[src/rtl/axi_master_arbiter_if.sv]
// Bundle for the N requester-side AXI3 channels and the single shared core-side AXI3 master port.
// The master modport is the arbiter's view; slave is the surrounding environment.
interface axi_master_arbiter_if #(
    parameter int unsigned N = 2
);
    logic [N-1:0]    s_arvalid, s_arready;
    logic [N*32-1:0] s_araddr;
    logic [N*4-1:0]  s_arlen;
    logic [N*3-1:0]  s_arsize;
    logic [N-1:0]    s_rvalid, s_rready;
    logic [31:0]     s_rdata;
    logic [1:0]      s_rresp;
    logic            s_rlast;
    logic [N-1:0]    s_awvalid, s_awready;
    logic [N*32-1:0] s_awaddr;
    logic [N*4-1:0]  s_awlen;
    logic [N*3-1:0]  s_awsize;
    logic [N-1:0]    s_wvalid, s_wready;
    logic [N*32-1:0] s_wdata;
    logic [N*4-1:0]  s_wstrb;
    logic [N-1:0]    s_wlast;
    logic [N-1:0]    s_bvalid, s_bready;
    logic [1:0]      s_bresp;

    logic        m_arvalid, m_arready;
    logic [3:0]  m_arid, m_arlen, m_arcache;
    logic [31:0] m_araddr;
    logic [2:0]  m_arsize, m_arprot;
    logic [1:0]  m_arburst, m_arlock;
    logic        m_rvalid, m_rready, m_rlast;
    logic [3:0]  m_rid;
    logic [31:0] m_rdata;
    logic [1:0]  m_rresp;
    logic        m_awvalid, m_awready;
    logic [3:0]  m_awid, m_awlen, m_awcache;
    logic [31:0] m_awaddr;
    logic [2:0]  m_awsize, m_awprot;
    logic [1:0]  m_awburst, m_awlock;
    logic        m_wvalid, m_wready, m_wlast;
    logic [3:0]  m_wid, m_wstrb;
    logic [31:0] m_wdata;
    logic        m_bvalid, m_bready;
    logic [3:0]  m_bid;
    logic [1:0]  m_bresp;

    modport master (
        input  s_arvalid, s_araddr, s_arlen, s_arsize, s_rready,
        input  s_awvalid, s_awaddr, s_awlen, s_awsize,
        input  s_wvalid, s_wdata, s_wstrb, s_wlast, s_bready,
        input  m_arready, m_rvalid, m_rid, m_rdata, m_rresp, m_rlast,
        input  m_awready, m_wready, m_bvalid, m_bid, m_bresp,
        output s_arready, s_rvalid, s_rdata, s_rresp, s_rlast,
        output s_awready, s_wready, s_bvalid, s_bresp,
        output m_arvalid, m_arid, m_araddr, m_arlen, m_arsize,
        output m_arburst, m_arlock, m_arcache, m_arprot, m_rready,
        output m_awvalid, m_awid, m_awaddr, m_awlen, m_awsize,
        output m_awburst, m_awlock, m_awcache, m_awprot,
        output m_wvalid, m_wid, m_wdata, m_wstrb, m_wlast, m_bready
    );

    modport slave (
        output s_arvalid, s_araddr, s_arlen, s_arsize, s_rready,
        output s_awvalid, s_awaddr, s_awlen, s_awsize,
        output s_wvalid, s_wdata, s_wstrb, s_wlast, s_bready,
        output m_arready, m_rvalid, m_rid, m_rdata, m_rresp, m_rlast,
        output m_awready, m_wready, m_bvalid, m_bid, m_bresp,
        input  s_arready, s_rvalid, s_rdata, s_rresp, s_rlast,
        input  s_awready, s_wready, s_bvalid, s_bresp,
        input  m_arvalid, m_arid, m_araddr, m_arlen, m_arsize,
        input  m_arburst, m_arlock, m_arcache, m_arprot, m_rready,
        input  m_awvalid, m_awid, m_awaddr, m_awlen, m_awsize,
        input  m_awburst, m_awlock, m_awcache, m_awprot,
        input  m_wvalid, m_wid, m_wdata, m_wstrb, m_wlast, m_bready
    );
endinterface

[src/rtl/axi_master_arbiter.sv]
// Shares one AXI3 master port between N requesters: round-robin AR/AW arbitration, requester
// index used as the downstream ID, R/B responses routed back by ID. One write in flight.
module axi_master_arbiter #(
    parameter int unsigned N       = 2,
    parameter int unsigned MAX_OUT = 4
) (
    input logic                  clk,
    input logic                  rst,
    axi_master_arbiter_if.master bus_io
);
    localparam int unsigned IdxW = (N > 1) ? $clog2(N) : 1;
    localparam int unsigned CntW = $clog2(MAX_OUT + 1);

    typedef enum logic {ArIdle, ArBusy} ar_state_e;
    typedef enum logic [1:0] {WIdle, WAddr, WData, WResp} w_state_e;

    // First requester at or after ptr, wrapping.
    function automatic logic [IdxW-1:0] rr_pick(input logic [N-1:0] req,
                                                input logic [IdxW-1:0] ptr);
        logic [IdxW-1:0] pick;
        logic            found;
        pick  = ptr;
        found = 1'b0;
        for (int unsigned k = 0; k < N; k++) begin
            int unsigned idx;
            idx = (32'(ptr) + k) % N;
            if (!found && req[idx]) begin
                found = 1'b1;
                pick  = IdxW'(idx);
            end
        end
        return pick;
    endfunction

    function automatic logic [IdxW-1:0] rr_next(input logic [IdxW-1:0] g);
        return (32'(g) == N - 1) ? '0 : g + IdxW'(1);
    endfunction

    ar_state_e       ar_state_q, ar_state_d;
    logic [IdxW-1:0] ar_grant_q, ar_grant_d, ar_ptr_q, ar_ptr_d;
    logic [31:0]     ar_addr_q, ar_addr_d;
    logic [3:0]      ar_len_q, ar_len_d;
    logic [2:0]      ar_size_q, ar_size_d;
    logic [CntW-1:0] out_cnt_q [N];
    logic [CntW-1:0] out_cnt_d [N];
    logic [N-1:0]    ar_elig, cnt_inc, cnt_dec;
    logic            ar_latch;

    w_state_e        w_state_q, w_state_d;
    logic [IdxW-1:0] w_grant_q, w_grant_d, w_ptr_q, w_ptr_d;
    logic [31:0]     aw_addr_q, aw_addr_d;
    logic [3:0]      aw_len_q, aw_len_d;
    logic [2:0]      aw_size_q, aw_size_d;

    always_comb begin
        for (int i = 0; i < N; i++) begin
            ar_elig[i] = bus_io.s_arvalid[i] && (32'(out_cnt_q[i]) < MAX_OUT);
        end
        ar_state_d       = ar_state_q;
        ar_grant_d       = ar_grant_q;
        ar_ptr_d         = ar_ptr_q;
        ar_addr_d        = ar_addr_q;
        ar_len_d         = ar_len_q;
        ar_size_d        = ar_size_q;
        ar_latch         = 1'b0;
        bus_io.s_arready = '0;
        bus_io.m_arvalid = 1'b0;
        unique case (ar_state_q)
            ArIdle: begin
                if (|ar_elig && !rst) begin
                    ar_latch   = 1'b1;
                    ar_grant_d = rr_pick(ar_elig, ar_ptr_q);
                    ar_addr_d  = bus_io.s_araddr[32*ar_grant_d +: 32];
                    ar_len_d   = bus_io.s_arlen[4*ar_grant_d +: 4];
                    ar_size_d  = bus_io.s_arsize[3*ar_grant_d +: 3];
                    bus_io.s_arready[ar_grant_d] = 1'b1;
                    ar_state_d = ArBusy;
                end
            end
            ArBusy: begin
                bus_io.m_arvalid = 1'b1;
                if (bus_io.m_arready) begin
                    ar_ptr_d   = rr_next(ar_grant_q);
                    ar_state_d = ArIdle;
                end
            end
            default: ar_state_d = ArIdle;
        endcase
    end

    // Counter saturates via eligibility gating; a stray rlast never underflows it.
    always_comb begin
        for (int i = 0; i < N; i++) begin
            cnt_inc[i]   = ar_latch && (ar_grant_d == IdxW'(i));
            cnt_dec[i]   = bus_io.m_rvalid && bus_io.m_rready && bus_io.m_rlast &&
                           (bus_io.m_rid == 4'(i)) && (out_cnt_q[i] != '0);
            out_cnt_d[i] = out_cnt_q[i];
            if (cnt_inc[i] && !cnt_dec[i]) begin
                out_cnt_d[i] = out_cnt_q[i] + CntW'(1);
            end else if (cnt_dec[i] && !cnt_inc[i]) begin
                out_cnt_d[i] = out_cnt_q[i] - CntW'(1);
            end
        end
    end

    // Responses for unknown IDs are swallowed.
    always_comb begin
        bus_io.m_rready = !rst;
        bus_io.s_rvalid = '0;
        bus_io.m_bready = !rst;
        bus_io.s_bvalid = '0;
        for (int i = 0; i < N; i++) begin
            if (bus_io.m_rid == 4'(i)) begin
                bus_io.m_rready    = bus_io.s_rready[i] && !rst;
                bus_io.s_rvalid[i] = bus_io.m_rvalid && !rst;
            end
            if (bus_io.m_bid == 4'(i)) begin
                bus_io.m_bready    = bus_io.s_bready[i] && !rst;
                bus_io.s_bvalid[i] = bus_io.m_bvalid && !rst;
            end
        end
    end

    always_comb begin
        w_state_d        = w_state_q;
        w_grant_d        = w_grant_q;
        w_ptr_d          = w_ptr_q;
        aw_addr_d        = aw_addr_q;
        aw_len_d         = aw_len_q;
        aw_size_d        = aw_size_q;
        bus_io.s_awready = '0;
        bus_io.m_awvalid = 1'b0;
        bus_io.m_wvalid  = 1'b0;
        bus_io.m_wdata   = '0;
        bus_io.m_wstrb   = '0;
        bus_io.m_wlast   = 1'b0;
        bus_io.s_wready  = '0;
        unique case (w_state_q)
            WIdle: begin
                if (|bus_io.s_awvalid && !rst) begin
                    w_grant_d = rr_pick(bus_io.s_awvalid, w_ptr_q);
                    aw_addr_d = bus_io.s_awaddr[32*w_grant_d +: 32];
                    aw_len_d  = bus_io.s_awlen[4*w_grant_d +: 4];
                    aw_size_d = bus_io.s_awsize[3*w_grant_d +: 3];
                    bus_io.s_awready[w_grant_d] = 1'b1;
                    w_state_d = WAddr;
                end
            end
            WAddr: begin
                bus_io.m_awvalid = 1'b1;
                if (bus_io.m_awready) begin
                    w_ptr_d   = rr_next(w_grant_q);
                    w_state_d = WData;
                end
            end
            WData: begin
                bus_io.m_wvalid            = bus_io.s_wvalid[w_grant_q];
                bus_io.m_wdata             = bus_io.s_wdata[32*w_grant_q +: 32];
                bus_io.m_wstrb             = bus_io.s_wstrb[4*w_grant_q +: 4];
                bus_io.m_wlast             = bus_io.s_wlast[w_grant_q];
                bus_io.s_wready[w_grant_q] = bus_io.m_wready;
                if (bus_io.s_wvalid[w_grant_q] && bus_io.m_wready &&
                    bus_io.s_wlast[w_grant_q]) begin
                    w_state_d = WResp;
                end
            end
            WResp: begin
                if (bus_io.m_bvalid && bus_io.m_bready) begin
                    w_state_d = WIdle;
                end
            end
            default: w_state_d = WIdle;
        endcase
    end

    always_ff @(posedge clk or posedge rst) begin
        if (rst) begin
            ar_state_q <= ArIdle;
            ar_grant_q <= '0;
            ar_ptr_q   <= '0;
            ar_addr_q  <= '0;
            ar_len_q   <= '0;
            ar_size_q  <= '0;
            for (int i = 0; i < N; i++) out_cnt_q[i] <= '0;
            w_state_q  <= WIdle;
            w_grant_q  <= '0;
            w_ptr_q    <= '0;
            aw_addr_q  <= '0;
            aw_len_q   <= '0;
            aw_size_q  <= '0;
        end else begin
            ar_state_q <= ar_state_d;
            ar_grant_q <= ar_grant_d;
            ar_ptr_q   <= ar_ptr_d;
            ar_addr_q  <= ar_addr_d;
            ar_len_q   <= ar_len_d;
            ar_size_q  <= ar_size_d;
            for (int i = 0; i < N; i++) out_cnt_q[i] <= out_cnt_d[i];
            w_state_q  <= w_state_d;
            w_grant_q  <= w_grant_d;
            w_ptr_q    <= w_ptr_d;
            aw_addr_q  <= aw_addr_d;
            aw_len_q   <= aw_len_d;
            aw_size_q  <= aw_size_d;
        end
    end

    assign bus_io.m_arid    = 4'(ar_grant_q);
    assign bus_io.m_araddr  = ar_addr_q;
    assign bus_io.m_arlen   = ar_len_q;
    assign bus_io.m_arsize  = ar_size_q;
    assign bus_io.m_arburst = 2'b01;
    assign bus_io.m_arlock  = '0;
    assign bus_io.m_arcache = '0;
    assign bus_io.m_arprot  = '0;
    assign bus_io.m_awid    = 4'(w_grant_q);
    assign bus_io.m_awaddr  = aw_addr_q;
    assign bus_io.m_awlen   = aw_len_q;
    assign bus_io.m_awsize  = aw_size_q;
    assign bus_io.m_awburst = 2'b01;
    assign bus_io.m_awlock  = '0;
    assign bus_io.m_awcache = '0;
    assign bus_io.m_awprot  = '0;
    assign bus_io.m_wid     = 4'(w_grant_q);
    assign bus_io.s_rdata   = bus_io.m_rdata;
    assign bus_io.s_rresp   = bus_io.m_rresp;
    assign bus_io.s_rlast   = bus_io.m_rlast;
    assign bus_io.s_bresp   = bus_io.m_bresp;
endmodule

[src/flat_wrapper.sv]
// flat-port wrapper written by rule: the top's interface ports become plain ports
module axi_master_arbiter_flat 
#(
    parameter int unsigned N       = 2,
    parameter int unsigned MAX_OUT = 4
)
  (clk, rst, bus_io_s_arvalid, bus_io_s_araddr, bus_io_s_arlen, bus_io_s_arsize, bus_io_s_rready, bus_io_s_awvalid, bus_io_s_awaddr, bus_io_s_awlen, bus_io_s_awsize, bus_io_s_wvalid, bus_io_s_wdata, bus_io_s_wstrb, bus_io_s_wlast, bus_io_s_bready, bus_io_m_arready, bus_io_m_rvalid, bus_io_m_rid, bus_io_m_rdata, bus_io_m_rresp, bus_io_m_rlast, bus_io_m_awready, bus_io_m_wready, bus_io_m_bvalid, bus_io_m_bid, bus_io_m_bresp, bus_io_s_arready, bus_io_s_rvalid, bus_io_s_rdata, bus_io_s_rresp, bus_io_s_rlast, bus_io_s_awready, bus_io_s_wready, bus_io_s_bvalid, bus_io_s_bresp, bus_io_m_arvalid, bus_io_m_arid, bus_io_m_araddr, bus_io_m_arlen, bus_io_m_arsize, bus_io_m_arburst, bus_io_m_arlock, bus_io_m_arcache, bus_io_m_arprot, bus_io_m_rready, bus_io_m_awvalid, bus_io_m_awid, bus_io_m_awaddr, bus_io_m_awlen, bus_io_m_awsize, bus_io_m_awburst, bus_io_m_awlock, bus_io_m_awcache, bus_io_m_awprot, bus_io_m_wvalid, bus_io_m_wid, bus_io_m_wdata, bus_io_m_wstrb, bus_io_m_wlast, bus_io_m_bready);
  axi_master_arbiter_if #(.N(N)) bus_io_i ();
  input logic clk;
  input logic rst;
  input wire logic [$bits(bus_io_i.s_arvalid)-1:0] bus_io_s_arvalid;
  input wire logic [$bits(bus_io_i.s_araddr)-1:0] bus_io_s_araddr;
  input wire logic [$bits(bus_io_i.s_arlen)-1:0] bus_io_s_arlen;
  input wire logic [$bits(bus_io_i.s_arsize)-1:0] bus_io_s_arsize;
  input wire logic [$bits(bus_io_i.s_rready)-1:0] bus_io_s_rready;
  input wire logic [$bits(bus_io_i.s_awvalid)-1:0] bus_io_s_awvalid;
  input wire logic [$bits(bus_io_i.s_awaddr)-1:0] bus_io_s_awaddr;
  input wire logic [$bits(bus_io_i.s_awlen)-1:0] bus_io_s_awlen;
  input wire logic [$bits(bus_io_i.s_awsize)-1:0] bus_io_s_awsize;
  input wire logic [$bits(bus_io_i.s_wvalid)-1:0] bus_io_s_wvalid;
  input wire logic [$bits(bus_io_i.s_wdata)-1:0] bus_io_s_wdata;
  input wire logic [$bits(bus_io_i.s_wstrb)-1:0] bus_io_s_wstrb;
  input wire logic [$bits(bus_io_i.s_wlast)-1:0] bus_io_s_wlast;
  input wire logic [$bits(bus_io_i.s_bready)-1:0] bus_io_s_bready;
  input wire logic [$bits(bus_io_i.m_arready)-1:0] bus_io_m_arready;
  input wire logic [$bits(bus_io_i.m_rvalid)-1:0] bus_io_m_rvalid;
  input wire logic [$bits(bus_io_i.m_rid)-1:0] bus_io_m_rid;
  input wire logic [$bits(bus_io_i.m_rdata)-1:0] bus_io_m_rdata;
  input wire logic [$bits(bus_io_i.m_rresp)-1:0] bus_io_m_rresp;
  input wire logic [$bits(bus_io_i.m_rlast)-1:0] bus_io_m_rlast;
  input wire logic [$bits(bus_io_i.m_awready)-1:0] bus_io_m_awready;
  input wire logic [$bits(bus_io_i.m_wready)-1:0] bus_io_m_wready;
  input wire logic [$bits(bus_io_i.m_bvalid)-1:0] bus_io_m_bvalid;
  input wire logic [$bits(bus_io_i.m_bid)-1:0] bus_io_m_bid;
  input wire logic [$bits(bus_io_i.m_bresp)-1:0] bus_io_m_bresp;
  output wire logic [$bits(bus_io_i.s_arready)-1:0] bus_io_s_arready;
  output wire logic [$bits(bus_io_i.s_rvalid)-1:0] bus_io_s_rvalid;
  output wire logic [$bits(bus_io_i.s_rdata)-1:0] bus_io_s_rdata;
  output wire logic [$bits(bus_io_i.s_rresp)-1:0] bus_io_s_rresp;
  output wire logic [$bits(bus_io_i.s_rlast)-1:0] bus_io_s_rlast;
  output wire logic [$bits(bus_io_i.s_awready)-1:0] bus_io_s_awready;
  output wire logic [$bits(bus_io_i.s_wready)-1:0] bus_io_s_wready;
  output wire logic [$bits(bus_io_i.s_bvalid)-1:0] bus_io_s_bvalid;
  output wire logic [$bits(bus_io_i.s_bresp)-1:0] bus_io_s_bresp;
  output wire logic [$bits(bus_io_i.m_arvalid)-1:0] bus_io_m_arvalid;
  output wire logic [$bits(bus_io_i.m_arid)-1:0] bus_io_m_arid;
  output wire logic [$bits(bus_io_i.m_araddr)-1:0] bus_io_m_araddr;
  output wire logic [$bits(bus_io_i.m_arlen)-1:0] bus_io_m_arlen;
  output wire logic [$bits(bus_io_i.m_arsize)-1:0] bus_io_m_arsize;
  output wire logic [$bits(bus_io_i.m_arburst)-1:0] bus_io_m_arburst;
  output wire logic [$bits(bus_io_i.m_arlock)-1:0] bus_io_m_arlock;
  output wire logic [$bits(bus_io_i.m_arcache)-1:0] bus_io_m_arcache;
  output wire logic [$bits(bus_io_i.m_arprot)-1:0] bus_io_m_arprot;
  output wire logic [$bits(bus_io_i.m_rready)-1:0] bus_io_m_rready;
  output wire logic [$bits(bus_io_i.m_awvalid)-1:0] bus_io_m_awvalid;
  output wire logic [$bits(bus_io_i.m_awid)-1:0] bus_io_m_awid;
  output wire logic [$bits(bus_io_i.m_awaddr)-1:0] bus_io_m_awaddr;
  output wire logic [$bits(bus_io_i.m_awlen)-1:0] bus_io_m_awlen;
  output wire logic [$bits(bus_io_i.m_awsize)-1:0] bus_io_m_awsize;
  output wire logic [$bits(bus_io_i.m_awburst)-1:0] bus_io_m_awburst;
  output wire logic [$bits(bus_io_i.m_awlock)-1:0] bus_io_m_awlock;
  output wire logic [$bits(bus_io_i.m_awcache)-1:0] bus_io_m_awcache;
  output wire logic [$bits(bus_io_i.m_awprot)-1:0] bus_io_m_awprot;
  output wire logic [$bits(bus_io_i.m_wvalid)-1:0] bus_io_m_wvalid;
  output wire logic [$bits(bus_io_i.m_wid)-1:0] bus_io_m_wid;
  output wire logic [$bits(bus_io_i.m_wdata)-1:0] bus_io_m_wdata;
  output wire logic [$bits(bus_io_i.m_wstrb)-1:0] bus_io_m_wstrb;
  output wire logic [$bits(bus_io_i.m_wlast)-1:0] bus_io_m_wlast;
  output wire logic [$bits(bus_io_i.m_bready)-1:0] bus_io_m_bready;
  assign bus_io_i.s_arvalid = bus_io_s_arvalid;
  assign bus_io_i.s_araddr = bus_io_s_araddr;
  assign bus_io_i.s_arlen = bus_io_s_arlen;
  assign bus_io_i.s_arsize = bus_io_s_arsize;
  assign bus_io_i.s_rready = bus_io_s_rready;
  assign bus_io_i.s_awvalid = bus_io_s_awvalid;
  assign bus_io_i.s_awaddr = bus_io_s_awaddr;
  assign bus_io_i.s_awlen = bus_io_s_awlen;
  assign bus_io_i.s_awsize = bus_io_s_awsize;
  assign bus_io_i.s_wvalid = bus_io_s_wvalid;
  assign bus_io_i.s_wdata = bus_io_s_wdata;
  assign bus_io_i.s_wstrb = bus_io_s_wstrb;
  assign bus_io_i.s_wlast = bus_io_s_wlast;
  assign bus_io_i.s_bready = bus_io_s_bready;
  assign bus_io_i.m_arready = bus_io_m_arready;
  assign bus_io_i.m_rvalid = bus_io_m_rvalid;
  assign bus_io_i.m_rid = bus_io_m_rid;
  assign bus_io_i.m_rdata = bus_io_m_rdata;
  assign bus_io_i.m_rresp = bus_io_m_rresp;
  assign bus_io_i.m_rlast = bus_io_m_rlast;
  assign bus_io_i.m_awready = bus_io_m_awready;
  assign bus_io_i.m_wready = bus_io_m_wready;
  assign bus_io_i.m_bvalid = bus_io_m_bvalid;
  assign bus_io_i.m_bid = bus_io_m_bid;
  assign bus_io_i.m_bresp = bus_io_m_bresp;
  assign bus_io_s_arready = bus_io_i.s_arready;
  assign bus_io_s_rvalid = bus_io_i.s_rvalid;
  assign bus_io_s_rdata = bus_io_i.s_rdata;
  assign bus_io_s_rresp = bus_io_i.s_rresp;
  assign bus_io_s_rlast = bus_io_i.s_rlast;
  assign bus_io_s_awready = bus_io_i.s_awready;
  assign bus_io_s_wready = bus_io_i.s_wready;
  assign bus_io_s_bvalid = bus_io_i.s_bvalid;
  assign bus_io_s_bresp = bus_io_i.s_bresp;
  assign bus_io_m_arvalid = bus_io_i.m_arvalid;
  assign bus_io_m_arid = bus_io_i.m_arid;
  assign bus_io_m_araddr = bus_io_i.m_araddr;
  assign bus_io_m_arlen = bus_io_i.m_arlen;
  assign bus_io_m_arsize = bus_io_i.m_arsize;
  assign bus_io_m_arburst = bus_io_i.m_arburst;
  assign bus_io_m_arlock = bus_io_i.m_arlock;
  assign bus_io_m_arcache = bus_io_i.m_arcache;
  assign bus_io_m_arprot = bus_io_i.m_arprot;
  assign bus_io_m_rready = bus_io_i.m_rready;
  assign bus_io_m_awvalid = bus_io_i.m_awvalid;
  assign bus_io_m_awid = bus_io_i.m_awid;
  assign bus_io_m_awaddr = bus_io_i.m_awaddr;
  assign bus_io_m_awlen = bus_io_i.m_awlen;
  assign bus_io_m_awsize = bus_io_i.m_awsize;
  assign bus_io_m_awburst = bus_io_i.m_awburst;
  assign bus_io_m_awlock = bus_io_i.m_awlock;
  assign bus_io_m_awcache = bus_io_i.m_awcache;
  assign bus_io_m_awprot = bus_io_i.m_awprot;
  assign bus_io_m_wvalid = bus_io_i.m_wvalid;
  assign bus_io_m_wid = bus_io_i.m_wid;
  assign bus_io_m_wdata = bus_io_i.m_wdata;
  assign bus_io_m_wstrb = bus_io_i.m_wstrb;
  assign bus_io_m_wlast = bus_io_i.m_wlast;
  assign bus_io_m_bready = bus_io_i.m_bready;
  axi_master_arbiter #(.N(N), .MAX_OUT(MAX_OUT)) u_core (.clk(clk), .rst(rst), .bus_io(bus_io_i));
endmodule
[config.mk]
export PLATFORM = sky130hd
export DESIGN_NAME = axi_master_arbiter_flat
export DESIGN_NICKNAME = d
export VERILOG_FILES = /design/src/rtl/axi_master_arbiter_if.sv /design/src/rtl/axi_master_arbiter.sv /design/src/flat_wrapper.sv
export SDC_FILE = /design/constraint.sdc
export NUM_CORES = 1
export LEC_CHECK = 0
export BUFFER_PORTS_ARGS = -buffer_cell sky130_fd_sc_hd__clkbuf_2
export CAP_MARGIN = 20
export CORE_AREA = 2 2 189 191
export DETAILED_ROUTE_END_ITERATION = 6
export DIE_AREA = 0 0 191 193
export PLACE_DENSITY = 0.42
export SYNTH_ARGS = -nofsm -noshare
export SYNTH_HDL_FRONTEND = slang
export SYNTH_SLANG_ARGS = --single-unit
[constraint.sdc]
create_clock -name clk -period 3.1 [get_ports clk]
set_input_delay 0.62 -clock clk [delete_from_list [all_inputs] [get_ports clk]]
set_output_delay 0.62 -clock clk [all_outputs]
set_load 0.05 [all_outputs]
==> impl_metrics.toml <==
[timing]
fin_crit_sh_pct = 84.1
hold_viol = 0
fin_crit_ns = 2.61
finalSetupTns_ns = 0
hold-worst-slack_ns = 0.491
worstMarginPinSlew_ns = 0.803
finalSetupViolations = 0
grt_setup_unrepaired = "false"
slew-limit-headroom_pct = 46.5
fmax_mhz = 383
slew_viol_final = 0
fin_skew_ns = 0.00744

[critical_path]
r2r_start = "u_core.out_cnt_q[5]"
cp_cell_sequence = "inv_1, ha_1, buf_4, nor2b_1, clkbuf_2"
crit_family = "buffers and inverters"
startpoint_type = "register"
reg2reg_slack_ns = 1.01
required_ns = 2.48
cpPeakStageDelay_ns = 0.40
critPathSlowestCell = "dfrtp_1"
cp_max_fo = 42
cp_num_buf_inv = 3
endpoint_kind = "output pin"
r2r_cells = 8
path_class = "reg2out"
worst_ep_arrival_time_ns = 1.99
rr_endpoint = "u_core.out_cnt_q[5]"
path_depth = 5

[synth]
syn_inst = 554
synth_common_cells = "dfrtp_1, mux2i_1, buf_4"
syn_area_mm2 = 0.00560
ys_seq_area_share_pct = 40.7
yosys_warnings = 0
async_reset_ff_share_pct = 100
synth_cell_types = 44
synth_most_common_cell = "dfrtp_1"
synth_edf_count = 0
yosys_register_bits = 91
syn_avg_cell_area_um2 = 10.1
synthTopCellsByArea = "dfrtp_1, mux2i_1, buf_4"
synth-main-ff-cell = "dfrtp_1"
synth_top_area_cell = "dfrtp_1"
netlist.area_leader.share_pct = 40.7

[status]
status = "complete, no violations"

[grt]
grt_overflow_total = 0
grt_max_degree = 92
antenna_found_initial = 0
track_usage_pct = 10.4
grt_pass1_vias = 4887
grt_pass1_wl_um = 29000

[clock_tree]
cts_buffer_depth = 2
post-cts-setup-buffers = 0
path_clk_slew_ns = 0.07
postCtsHoldBufs = 0
cts_htree_levels = 3
clock_sinks = 91
cts_resized = 0
root_buffer = "clkbuf_16"
cts_tree = "yes"
clk_latency_ns = 0.35
cts_buffers = 9

[die]
rows = 69
die_area_mm2 = 0.0369
coreArea_mm2 = 0.0350
initial_core_util_pct = 16.0
die_y_um = 193
die-width_um = 191
pin_count = 493

[routing]
drt_iter0_markers = 100
wire_per_inst_um = 14.7
drc = 0
drt_wl_total_um = 19900
ant_nets = 0
avgViaCountPerCell = 3.73
dr.pass1.iters = 4
num_vias = 5051

[min_path]
worst_hold_path.endpoint = "u_core.ar_state_q"
holdPathStages = 2
hp-class = "in2reg"
min_from = "bus_io_m_arready"

[power]
ir_drop_v = 0.000472
p_leak_nw = 4.26
power.density_mw_per_mm2 = 1110

[job]
maxCapViolCount = 0

[placement]
numPortBuffers = 389
dp_hpwl_um = 16000
routabilityCongestion = 0.787

[finish]
nets = 1189
syn2layout_area_growth_pct = 42.8
drive_above_1_share_pct = 48.3
diodes = 0
cell type report:
| class | instances | area [um2] |
|---|---|---|
| fill | 3883 | 27000 |
| multi-input combinational | 377 | 2720 |
| sequential | 91 | 2280 |
| timing repair buffer | 401 | 2080 |
| tap | 461 | 577 |
| clock buffer | 10 | 239 |
| clock inverter | 6 | 72.6 |
| inverter | 9 | 37.5 |
per-layer routing:
| metal | vias to the layer above | track usage, % | routed length (um) |
|---|---|---|---|
| met1 | 2277 | 13.8 | 9020 |
| met2 | 256 | 16.0 | 8810 |
| met4 | 0 | 3.34 | 401 |
| met3 | 24 | 3.44 | 1670 |
| met5 | - | 0 | 0 |
| li1 | 2494 | - | - |
worst max-delay path by stage:
stage,startpoint,to,slack [ns]
CTS,u_core.w_state_q[0],bus_io_m_wdata[6],0.47
global placement,rst,u_core.out_cnt_q[4],0.52
global route,u_core.w_grant_q,bus_io_m_wdata[4],0.35
detailed placement,rst,u_core.out_cnt_q[4],0.43
floorplan,rst,u_core.ar_state_q,0.12
finish,u_core.w_state_q[0],bus_io_m_wdata[6],0.49
per-stage QoR:
step | setup WS, ns | util (%) | instances | power [mW] | area, um2
6_report | 0.492 | 22.9 | 1355 | 8.86 | 8000
5_1_grt | 0.349 | 22.9 | 1355 | 9.41 | 8000
4_1_cts | 0.467 | 22.9 | 1355 | 9.03 | 8000
2_1_floorplan | 0.123 | - | 583 | 6.52 | 5710
3_3_place_gp | 0.519 | 22.0 | 1339 | 7.75 | 7690
3_5_place_dp | 0.433 | 22.0 | 1339 | 7.77 | 7690
cell usage in the layout, fill, tap and decap left out, types with 3 or more instances in the layout:
master / netlist / layout
clkbuf_2: 0 / 388
dfrtp_1: 91 / 90
mux2i_1: 80 / 80
nor2_1: 47 / 47
a21oi_1: 44 / 44
nor2b_1: 43 / 43
and2_1: 43 / 42
a221o_1: 39 / 39
conb_1: 2 / 31
buf_4: 71 / 10
clkbuf_16: 0 / 9
inv_1: 8 / 7
ha_1: 6 / 6
nand2_1: 5 / 5
xor2_1: 4 / 4
nor4_1: 3 / 3
buf_12: 0 / 3
cell families (layout without fill, tap and decap cells):
group | count (synthesis) | after routing | share of synthesized area, %
adder cells (fa/ha/maj) | 8 | 8 | 2.06
other | 2 | 31 | 0.134
flip-flops | 91 | 91 | 40.7
AND/OR/NAND/NOR | 158 | 158 | 16.0
XOR/XNOR | 6 | 6 | 0.938
buffers and inverters | 115 | 426 | 13.2
multiplexers | 83 | 83 | 15.0
AO/OA/AOI/OAI | 91 | 91 | 12.1
power by group:
part           total [mW]  leakage [nW]  switching [mW]  internal [mW]
clock network        1.18         0.150           0.524          0.657
registers            2.20          1.07           0.439           1.76
logic                5.48          3.05            3.93           1.54
state kept, by name (all words and copies together) (netlist names):
| register | count |
|---|---|
| u_core.bus_io.m_arsize | 3 |
| u_core.ar_ptr_q | 1 |
| u_core.ar_state_q | 1 |
| u_core.w_grant_q | 1 |
| u_core.bus_io.m_araddr | 32 |
| u_core.ar_grant_q | 1 |
| u_core.bus_io.m_awlen | 4 |
| u_core.out_cnt_q | 6 |
| u_core.w_ptr_q | 1 |
| u_core.w_state_q | 2 |
| u_core.bus_io.m_arlen | 4 |
| u_core.bus_io.m_awsize | 3 |
| u_core.bus_io.m_awaddr | 32 |
(Power assumes the default switching activity.)
